## config.mk

```make
export PLATFORM = sky130hd
export DESIGN_NAME = i4001_rom_arbiter
export DESIGN_NICKNAME = d
export VERILOG_FILES = /design/src/rtl/i4001_rom_arbiter.sv
export SDC_FILE = /design/constraint.sdc
export NUM_CORES = 1
export LEC_CHECK = 0
export ABC_AREA = 1
export BUFFER_PORTS_ARGS = -buffer_cell sky130_fd_sc_hd__buf_2
export CAP_MARGIN = 20
export CORE_UTILIZATION = 47
export CTS_CLUSTER_SIZE = 24
export DETAILED_ROUTE_END_ITERATION = 10
export PLACE_DENSITY = 0.82
export SYNTH_ARGS = -nofsm -noshare
export SYNTH_HDL_FRONTEND = slang
export SYNTH_SLANG_ARGS = --single-unit
export TNS_END_PERCENT = 30
```

## constraint.sdc

```tcl
create_clock -name sysclk -period 1.7 [get_ports sysclk]
set_input_delay 0.17 -clock sysclk [delete_from_list [all_inputs] [get_ports sysclk]]
set_output_delay 0.17 -clock sysclk [all_outputs]
set_load 0.05 [all_outputs]
```

## src/rtl/i4001_rom_arbiter.sv

```systemverilog
// i4001_rom_arbiter: round-robin, pipelined, tagged sharing of one ROM block RAM among NUM_REQ requesters
// Ports: sysclk/poc (sync active-high reset); req_valid/req_addr/req_ready per requester;
//   rsp_valid/rsp_data per requester; bram_en/bram_addr/bram_data to the block RAM.
// Optional ROM_ARB_PERF_EN adds wait_cnt[15:0] and max_wait[3:0] arbitration statistics.
module i4001_rom_arbiter #(
  parameter int NUM_REQ      = 4,
  parameter int ADDR_W       = 12,
  parameter int DATA_W       = 8,
  parameter int BRAM_LATENCY = 1
) (
  input  logic                        sysclk,
  input  logic                        poc,
  input  logic [NUM_REQ-1:0]          req_valid,
  input  logic [NUM_REQ*ADDR_W-1:0]   req_addr,
  output logic [NUM_REQ-1:0]          req_ready,
  output logic [NUM_REQ-1:0]          rsp_valid,
  output logic [NUM_REQ*DATA_W-1:0]   rsp_data,
  output logic                        bram_en,
  output logic [ADDR_W-1:0]           bram_addr,
  input  logic [DATA_W-1:0]           bram_data
`ifdef ROM_ARB_PERF_EN
  ,
  output logic [15:0]                 wait_cnt,
  output logic [3:0]                  max_wait
`endif
);
  localparam int IW = $clog2(NUM_REQ);
  logic [NUM_REQ-1:0] pending_q, pending_d, inflight_q, inflight_d, elig, rsp_valid_q, rsp_valid_d;
  logic [NUM_REQ-1:0][ADDR_W-1:0] slot_q, slot_d;
  logic [NUM_REQ-1:0][DATA_W-1:0] rsp_data_q, rsp_data_d;
  logic [IW-1:0] rr_q, rr_d, gidx, j, ridx;
  logic gnt, ret, bram_en_q, bram_en_d;
  logic [ADDR_W-1:0] bram_addr_q, bram_addr_d;
  // Tag pipe: stage 0 is registered with bram_en, the last stage lines up with bram_data.
  logic [BRAM_LATENCY:0] pv_q, pv_d;
  logic [BRAM_LATENCY:0][IW-1:0] pi_q, pi_d;
  assign req_ready = ~pending_q;
  assign rsp_valid = rsp_valid_q;
  assign rsp_data  = rsp_data_q;
  assign bram_en   = bram_en_q;
  assign bram_addr = bram_addr_q;
  assign ret       = pv_q[BRAM_LATENCY];
  assign ridx      = pi_q[BRAM_LATENCY];
  // Scan downward so the last hit, i.e. the closest to rr_q, wins.
  always_comb begin
    elig = pending_q & ~inflight_q;
    gnt  = 1'b0;
    gidx = '0;
    j    = '0;
    for (int k = NUM_REQ-1; k >= 0; k--) begin
      j = IW'((int'(rr_q) + k) % NUM_REQ);
      if (elig[j]) begin
        gnt  = 1'b1;
        gidx = j;
      end
    end
    rr_d = gnt ? IW'((int'(gidx) + 1) % NUM_REQ) : rr_q;
  end
  always_comb begin
    pending_d   = pending_q;
    inflight_d  = inflight_q;
    slot_d      = slot_q;
    rsp_valid_d = '0;
    rsp_data_d  = rsp_data_q;
    for (int i = 0; i < NUM_REQ; i++)
      if (req_valid[i] && !pending_q[i]) begin
        pending_d[i] = 1'b1;
        slot_d[i]    = req_addr[i*ADDR_W +: ADDR_W];
      end
    if (gnt) inflight_d[gidx] = 1'b1;
    if (ret) begin
      pending_d[ridx]   = 1'b0;
      inflight_d[ridx]  = 1'b0;
      rsp_valid_d[ridx] = 1'b1;
      rsp_data_d[ridx]  = bram_data;
    end
    bram_en_d   = gnt;
    bram_addr_d = gnt ? slot_q[gidx] : bram_addr_q;
    pv_d        = {pv_q[BRAM_LATENCY-1:0], gnt};
    pi_d        = {pi_q[BRAM_LATENCY-1:0], gidx};
  end
  always_ff @(posedge sysclk) begin
    if (poc) begin
      pending_q   <= '0;
      inflight_q  <= '0;
      slot_q      <= '0;
      rsp_valid_q <= '0;
      rsp_data_q  <= '0;
      rr_q        <= '0;
      bram_en_q   <= 1'b0;
      bram_addr_q <= '0;
      pv_q        <= '0;
      pi_q        <= '0;
    end else begin
      pending_q   <= pending_d;
      inflight_q  <= inflight_d;
      slot_q      <= slot_d;
      rsp_valid_q <= rsp_valid_d;
      rsp_data_q  <= rsp_data_d;
      rr_q        <= rr_d;
      bram_en_q   <= bram_en_d;
      bram_addr_q <= bram_addr_d;
      pv_q        <= pv_d;
      pi_q        <= pi_d;
    end
  end
`ifdef ROM_ARB_PERF_EN
  logic [NUM_REQ-1:0] waiting;
  logic [NUM_REQ-1:0][3:0] wt_q, wt_d;
  logic [15:0] wait_cnt_q, wait_cnt_d;
  logic [3:0] max_wait_q, max_wait_d;
  assign wait_cnt = wait_cnt_q;
  assign max_wait = max_wait_q;
  // wt tracks how many cycles each eligible requester has been passed over.
  always_comb begin
    waiting = elig;
    if (gnt) waiting[gidx] = 1'b0;
    wait_cnt_d = (|waiting && wait_cnt_q != 16'hFFFF) ? wait_cnt_q + 16'd1 : wait_cnt_q;
    for (int i = 0; i < NUM_REQ; i++)
      wt_d[i] = waiting[i] ? ((wt_q[i] == 4'hF) ? wt_q[i] : wt_q[i] + 4'd1) : 4'h0;
    max_wait_d = (gnt && wt_q[gidx] > max_wait_q) ? wt_q[gidx] : max_wait_q;
  end
  always_ff @(posedge sysclk) begin
    if (poc) begin
      wt_q       <= '0;
      wait_cnt_q <= '0;
      max_wait_q <= '0;
    end else begin
      wt_q       <= wt_d;
      wait_cnt_q <= wait_cnt_d;
      max_wait_q <= max_wait_d;
    end
  end
`endif
endmodule

```

**Word level (Yosys, flattened, before mapping)**

Index checks and enable logic that the tools add are counted.
W data, S select, Z words.

- $lt $le $gt $ge: 8
- Mux-type cells: 32
- Add/subtract/negate cells: 4
- Bitwise gates (word level): 8
- Reduce and logical (&&, ||, !) cells: 11

Operators with widths:

| kind | count |
|---|---|
| $bwmux W32 | 1 |
| $bmux W12 S2 | 1 |
| $lt A2 B3 Y1 const B | 6 |
| $demux W8 S2 | 1 |
| $mux W1 | 14 |
| $and A4 B4 Y4 | 3 |
| $mux W12 | 1 |
| $mux W4 | 3 |
| $not A4 Y4 | 3 |
| $bmux W1 S2 | 4 |
| $mux W2 | 4 |
| $mux W8 | 1 |
| $logic_and A1 B1 Y1 | 6 |
| $add A2 B1 Y2 const B | 2 |
| $add A2 B2 Y2 const B | 2 |
| $demux W1 S2 | 2 |
| $ge A2 B1 Y1 const B | 2 |
| $logic_not A1 Y1 | 4 |
| $or A4 B4 Y4 | 1 |
| $reduce_or A2 Y1 | 1 |
| $not A1 Y1 | 1 |

- Input port bits: 62
- Output and inout bits: 53
- Logic and storage cells: 80
- Register bits: 113

**Depth between registers and ports, before layout**

- Word-level depth: 16
- Depth in mapped cells: 17
- Gate-level depth less buffers: 15

**Worst setup path after synthesis**

Ideal clock, no wire load.

- Path type: reg2reg
- Start: register rr_q[0]
- End: register bram_addr_q[10] (netlist: bram_addr[10])
- Required time: 1582 ps
- Clock period less this slack: 1615 ps
- Path slack: 85 ps
- Cell stages (with the launch flop): 11
- Data arrival time: 1497 ps
- Setup time: 118 ps
- Path buffers: 2
- Cell sequence: dfxtp_1 buf_4 xor2_1 nand2_1 nand2_2 nor2_1 nand2_1 clkbuf_1 nand3_1 nor2_1 nor2_1

- Word-level cells in the longest chain between the ends: 9
- Elaborated cells between the ends (all ways): 21
- Classes of those cells: 3 x add/sub; 18 x mux

Ends and longest elaborated chain:

| what | RTL line | source |
|---|---|---|
| start: declaration | 31 | `logic [IW-1:0] rr_q, rr_d, gidx, j, ridx;` |
| start signal: assignment | 100 | `rr_q <= rr_d;` |
| $add A2 B2 Y2 | 51 | `j = IW'((int'(rr_q) + k) % NUM_REQ);` |
| $bmux W1 S2 | 52 | `if (elig[j]) begin` |
| $mux W1 (implied by the code) | 52 |  |
| $mux W2 (4 in a row) | 52 |  |
| $bmux W12 S2 | 78 | `bram_addr_d = gnt ? slot_q[gidx] : bram_addr_q;` |
| $mux W12 (implied by the code) | 78 |  |
| end signal: assignment | 102 | `bram_addr_q <= bram_addr_d;` |
| end: declaration | 33 | `logic [ADDR_W-1:0] bram_addr_q, bram_addr_d;` |

Parallel ways exist; a longest one is shown, timed or not. The select of a mux whose other input is x is not followed.
A chain may end at the register's enable or synchronous reset.

**Final worst setup path**

- Start: register rr_q[0]
- End: register bram_addr_q[0] (netlist: bram_addr[0])

The elaborated chain is that of the path after synthesis.

==> flow_metrics.py <==
metrics = {
    "outcome": {
        "outcome": "finished, violations left",
        "violations": "negative setup slack",
    },
    "timing": {
        "hold_slack_ns": 0.00965,
        "slew_viol_final": 0,
        "max_slew_margin_pct": 63.9,
        "hold_violations": 0,
        "max_freq_ghz": 0.493,
        "finalCriticalPeriod_ns": 2.03,
        "fin_skew_ns": 0.0144,
        "tightest_slew_ns": 0.540,
        "fin_crit_sh_pct": 119,
        "tns_ns": -4.13,
        "setup_viol": 19,
        "setup_slack_ns": -0.330,
        "rsz0062_at_grt": "yes",
    },
    "die": {
        "fp.dieW_um": 98.6,
        "initial_core_util_pct": 49.3,
        "dieArea_sq_um": 9720,
        "fp.dieH_um": 98.6,
        "core-area_sq_um": 8890,
        "rows": 34,
        "ios": 115,
    },
    "worst_setup_path": {
        "cpPeakStageDelay_ns": 0.42,
        "critical_path_class": "reg -> reg",
        "worstSetupStartpointType": "register",
        "cp.arrival_ns": 2.32,
        "crit_required_ns": 1.99,
        "reg2reg_slack_ns": -0.33,
        "rr_worst_depth": 15,
        "crit_cells": 15,
        "crit_end": "bram_addr[0]",
        "cp.buffers_inverters": 2,
        "r2r_start": "rr_q[0]",
        "timing.rr.end": "bram_addr[0]",
        "cp-startpoint": "rr_q[0]",
        "end_kind": "register",
        "crit_family": "simple AND/OR/NAND/NOR gates",
        "path_common_cell": "nand2_2",
        "worstPathCellList": "inv_6 > nand3_1 > nand2_2 > nand2_2 > nand2_4 > nand2_2 > nand2_4 > nand2_8 > buf_12 > nand2_8 > nand2_2 > nand2_1 > nor2_1 > nor2_1 > nor2_1",
        "crit_slowest_cell": "dfxtp_4",
        "crit_fanout": 10,
    },
    "global_routing": {
        "grt.total_usage_pct": 26.5,
        "grt_pass1_wl_mm": 20.4,
        "first_global_vias": 4366,
        "grt_max_degree": 42,
        "antenna_found_initial": 0,
        "grt_remaining_overflow": 0,
    },
    "placement": {
        "place_area_sq_um": 5190,
        "dp_hpwl_mm": 8.10,
        "pre_cts_slack_ns": -0.356,
        "gp_congestion": 0.846,
        "port_buffers": 114,
        "placed_cells": 815,
    },
    "clock_tree": {
        "cts_max_level": 3,
        "clockRootBuffer": "clkbuf_8",
        "cts_made_buffers": 9,
        "clock_sinks": 112,
        "cts_tree": "built",
        "clk_latency_ns": 0.39,
        "clkTransAtPathRegs_ns": 0.12,
        "clk_path_buf_depth": 2,
    },
    "logic_synthesis": {
        "synth_cell_types": 21,
        "syn_area_sq_um": 4380,
        "synth_cells": 596,
        "synthTopCellsByArea": "dfxtp_1 51%, nor2_1 12%, o21ai_0 11%, nand3_1 7.8%, nand2_1 5.0%",
        "synthesis.nets": 658,
        "yosysTopAreaCell": "dfxtp_1",
        "synth_top_area_share_pct": 51.1,
        "yosys_warnings": 0,
        "ys_ff_latch": 112,
        "yosysSeqAreaShare_pct": 51.1,
        "syn_avg_cell_area_sq_um": 7.36,
    },
    "finish": {
        "final.fill_count": 664,
        "finalNetCount": 798,
        "drive_above_1_share_pct": 29.3,
        "area_growth_pct": 33.3,
        "stdcell_area_sq_um": 5840,
        "diodes": 0,
        "fin_cells": 849,
        "post-route-util_pct": 65.7,
    },
    "power_and_ir_drop": {
        "p_sw_share_pct": 47.3,
        "p_leak_nw": 2.76,
        "switchingPower_mw": 5.10,
        "power_mw": 10.8,
        "vdd_drop_max_mv": 0.942,
        "powerDensity_nw_per_um2": 1850,
        "p_clk_share_pct": 14.6,
        "internal_power_mw": 5.70,
        "p_seq_share_pct": 30.2,
        "pwr-share-comb_pct": 55.2,
    },
    "detailed_routing": {
        "wl_per_cell_um": 16.3,
        "ant_nets": 0,
        "drt_first_pass_iters": 5,
        "vias": 4797,
        "routed_wl_mm": 13.9,
        "drt_iter0_drc": 433,
        "viasPerCell": 5.65,
        "drc": 0,
    },
    "job": {
        "cap_violations": 0,
    },
    "hold_path": {
        "hp-class": "in -> reg",
    },
}
[cell type report]
| class | instances | area (sq um) | area share (%) |
|---|---|---|---|
| clock inverter | 7 | 68.8 | 1.18 |
| clock buffer | 9 | 124 | 2.12 |
| timing repair buffer | 156 | 1010 | 17.3 |
| multi-input combinational | 402 | 2040 | 34.9 |
| sequential | 112 | 2250 | 38.5 |
| tap | 108 | 135 | 2.31 |
| inverter | 55 | 216 | 3.70 |
[worst min-delay path: stages]
cell	delay [ns]
buf_2	0.07
nor2_1	0.03
nor2_1	0.08
[power by group through the flow]
stage | registers [mW] | logic (mW) | clock network (mW)
2_1_floorplan | 3.71 | 2.54 | 0
3_3_place_gp | 3.24 | 4.04 | 0
3_5_place_dp | 3.26 | 4.15 | 0
4_1_cts | 3.23 | 5.04 | 1.58
5_1_grt | 3.29 | 6.33 | 1.70
6_report | 3.26 | 5.96 | 1.58
[synth_stat cells]
cell	n
xnor2_1	1
a21oi_2	1
o211ai_1	1
o21ai_0	93
a21oi_1	19
nand4_1	12
xor2_1	1
dfxtp_1	112
clkinv_1	1
buf_1	1
nand2_4	1
buf_6	2
buf_2	6
nand2_2	4
nand2_1	58
inv_2	6
inv_1	48
buf_4	3
nor2_1	139
nand3_1	68
clkbuf_1	19
[cells in the final DEF, fill, tap and decap left out, drive strengths merged, types with 3 or more instances in the layout]
cell and instances:
nor2 139, nand2 67, clkinv 3, o21ai 93, inv 59, nand3 68
nand4 12, dfxtp 112, a21oi 20, clkbuf 10, buf 150, dlygate4sd3 5
[routing by layer]
layer / track usage (%) / part of all wire (%)
met3: 4.26 / 7.4
met5: 0 / 0
met1: 32.9 / 39
met4: 14.0 / 5.3
met2: 44.6 / 49
[worst min-delay path by stage]
| stage | start | cells after the start | to | slack [ns] |
|---|---|---|---|---|
| final | req_addr[21] | 3 | slot_q[21] | 0.01 |
| after CTS | req_addr[18] | 3 | slot_q[18] | 0.002 |
| after floorplan | req_valid[3] | 2 | pending_q[3] | 0.30 |
| after detailed placement | pi_d[3] | 2 | ridx[1] | 0.40 |
| after global routing | req_addr[17] | 3 | slot_q[17] | 0.006 |
| after global placement | req_addr[12] | 3 | slot_q[12] | 0.39 |
[registers in the layout, summed over array words and instances, names as in the netlist]
signal and cells:
ridx 2, pi_d 2, rsp_valid 4, bram_addr 12
slot_q 48, pv_q 2, pending_q 4, rsp_data 32
rr_q 2, inflight_q 4
[cells by family after synthesis]
kind of cell / count (synthesis) / synth area share, %
XOR/XNOR: 2 / 0.400
AO/OA/AOI/OAI: 114 / 13.2
flip-flops: 112 / 51.1
buffers and inverters: 86 / 8.13
AND/OR/NAND/NOR: 282 / 27.2
[what timing repair did]
action,in CTS,in global routing
hold buffers,5,0
hold endpoints to repair,5,0
pin swaps,19,8
setup buffers,2,4
gates resized for setup,41,20
endpoints found under the setup margin,19,19
cloned,5,2
No activity file was read; power rests on OpenSTA's default activity.
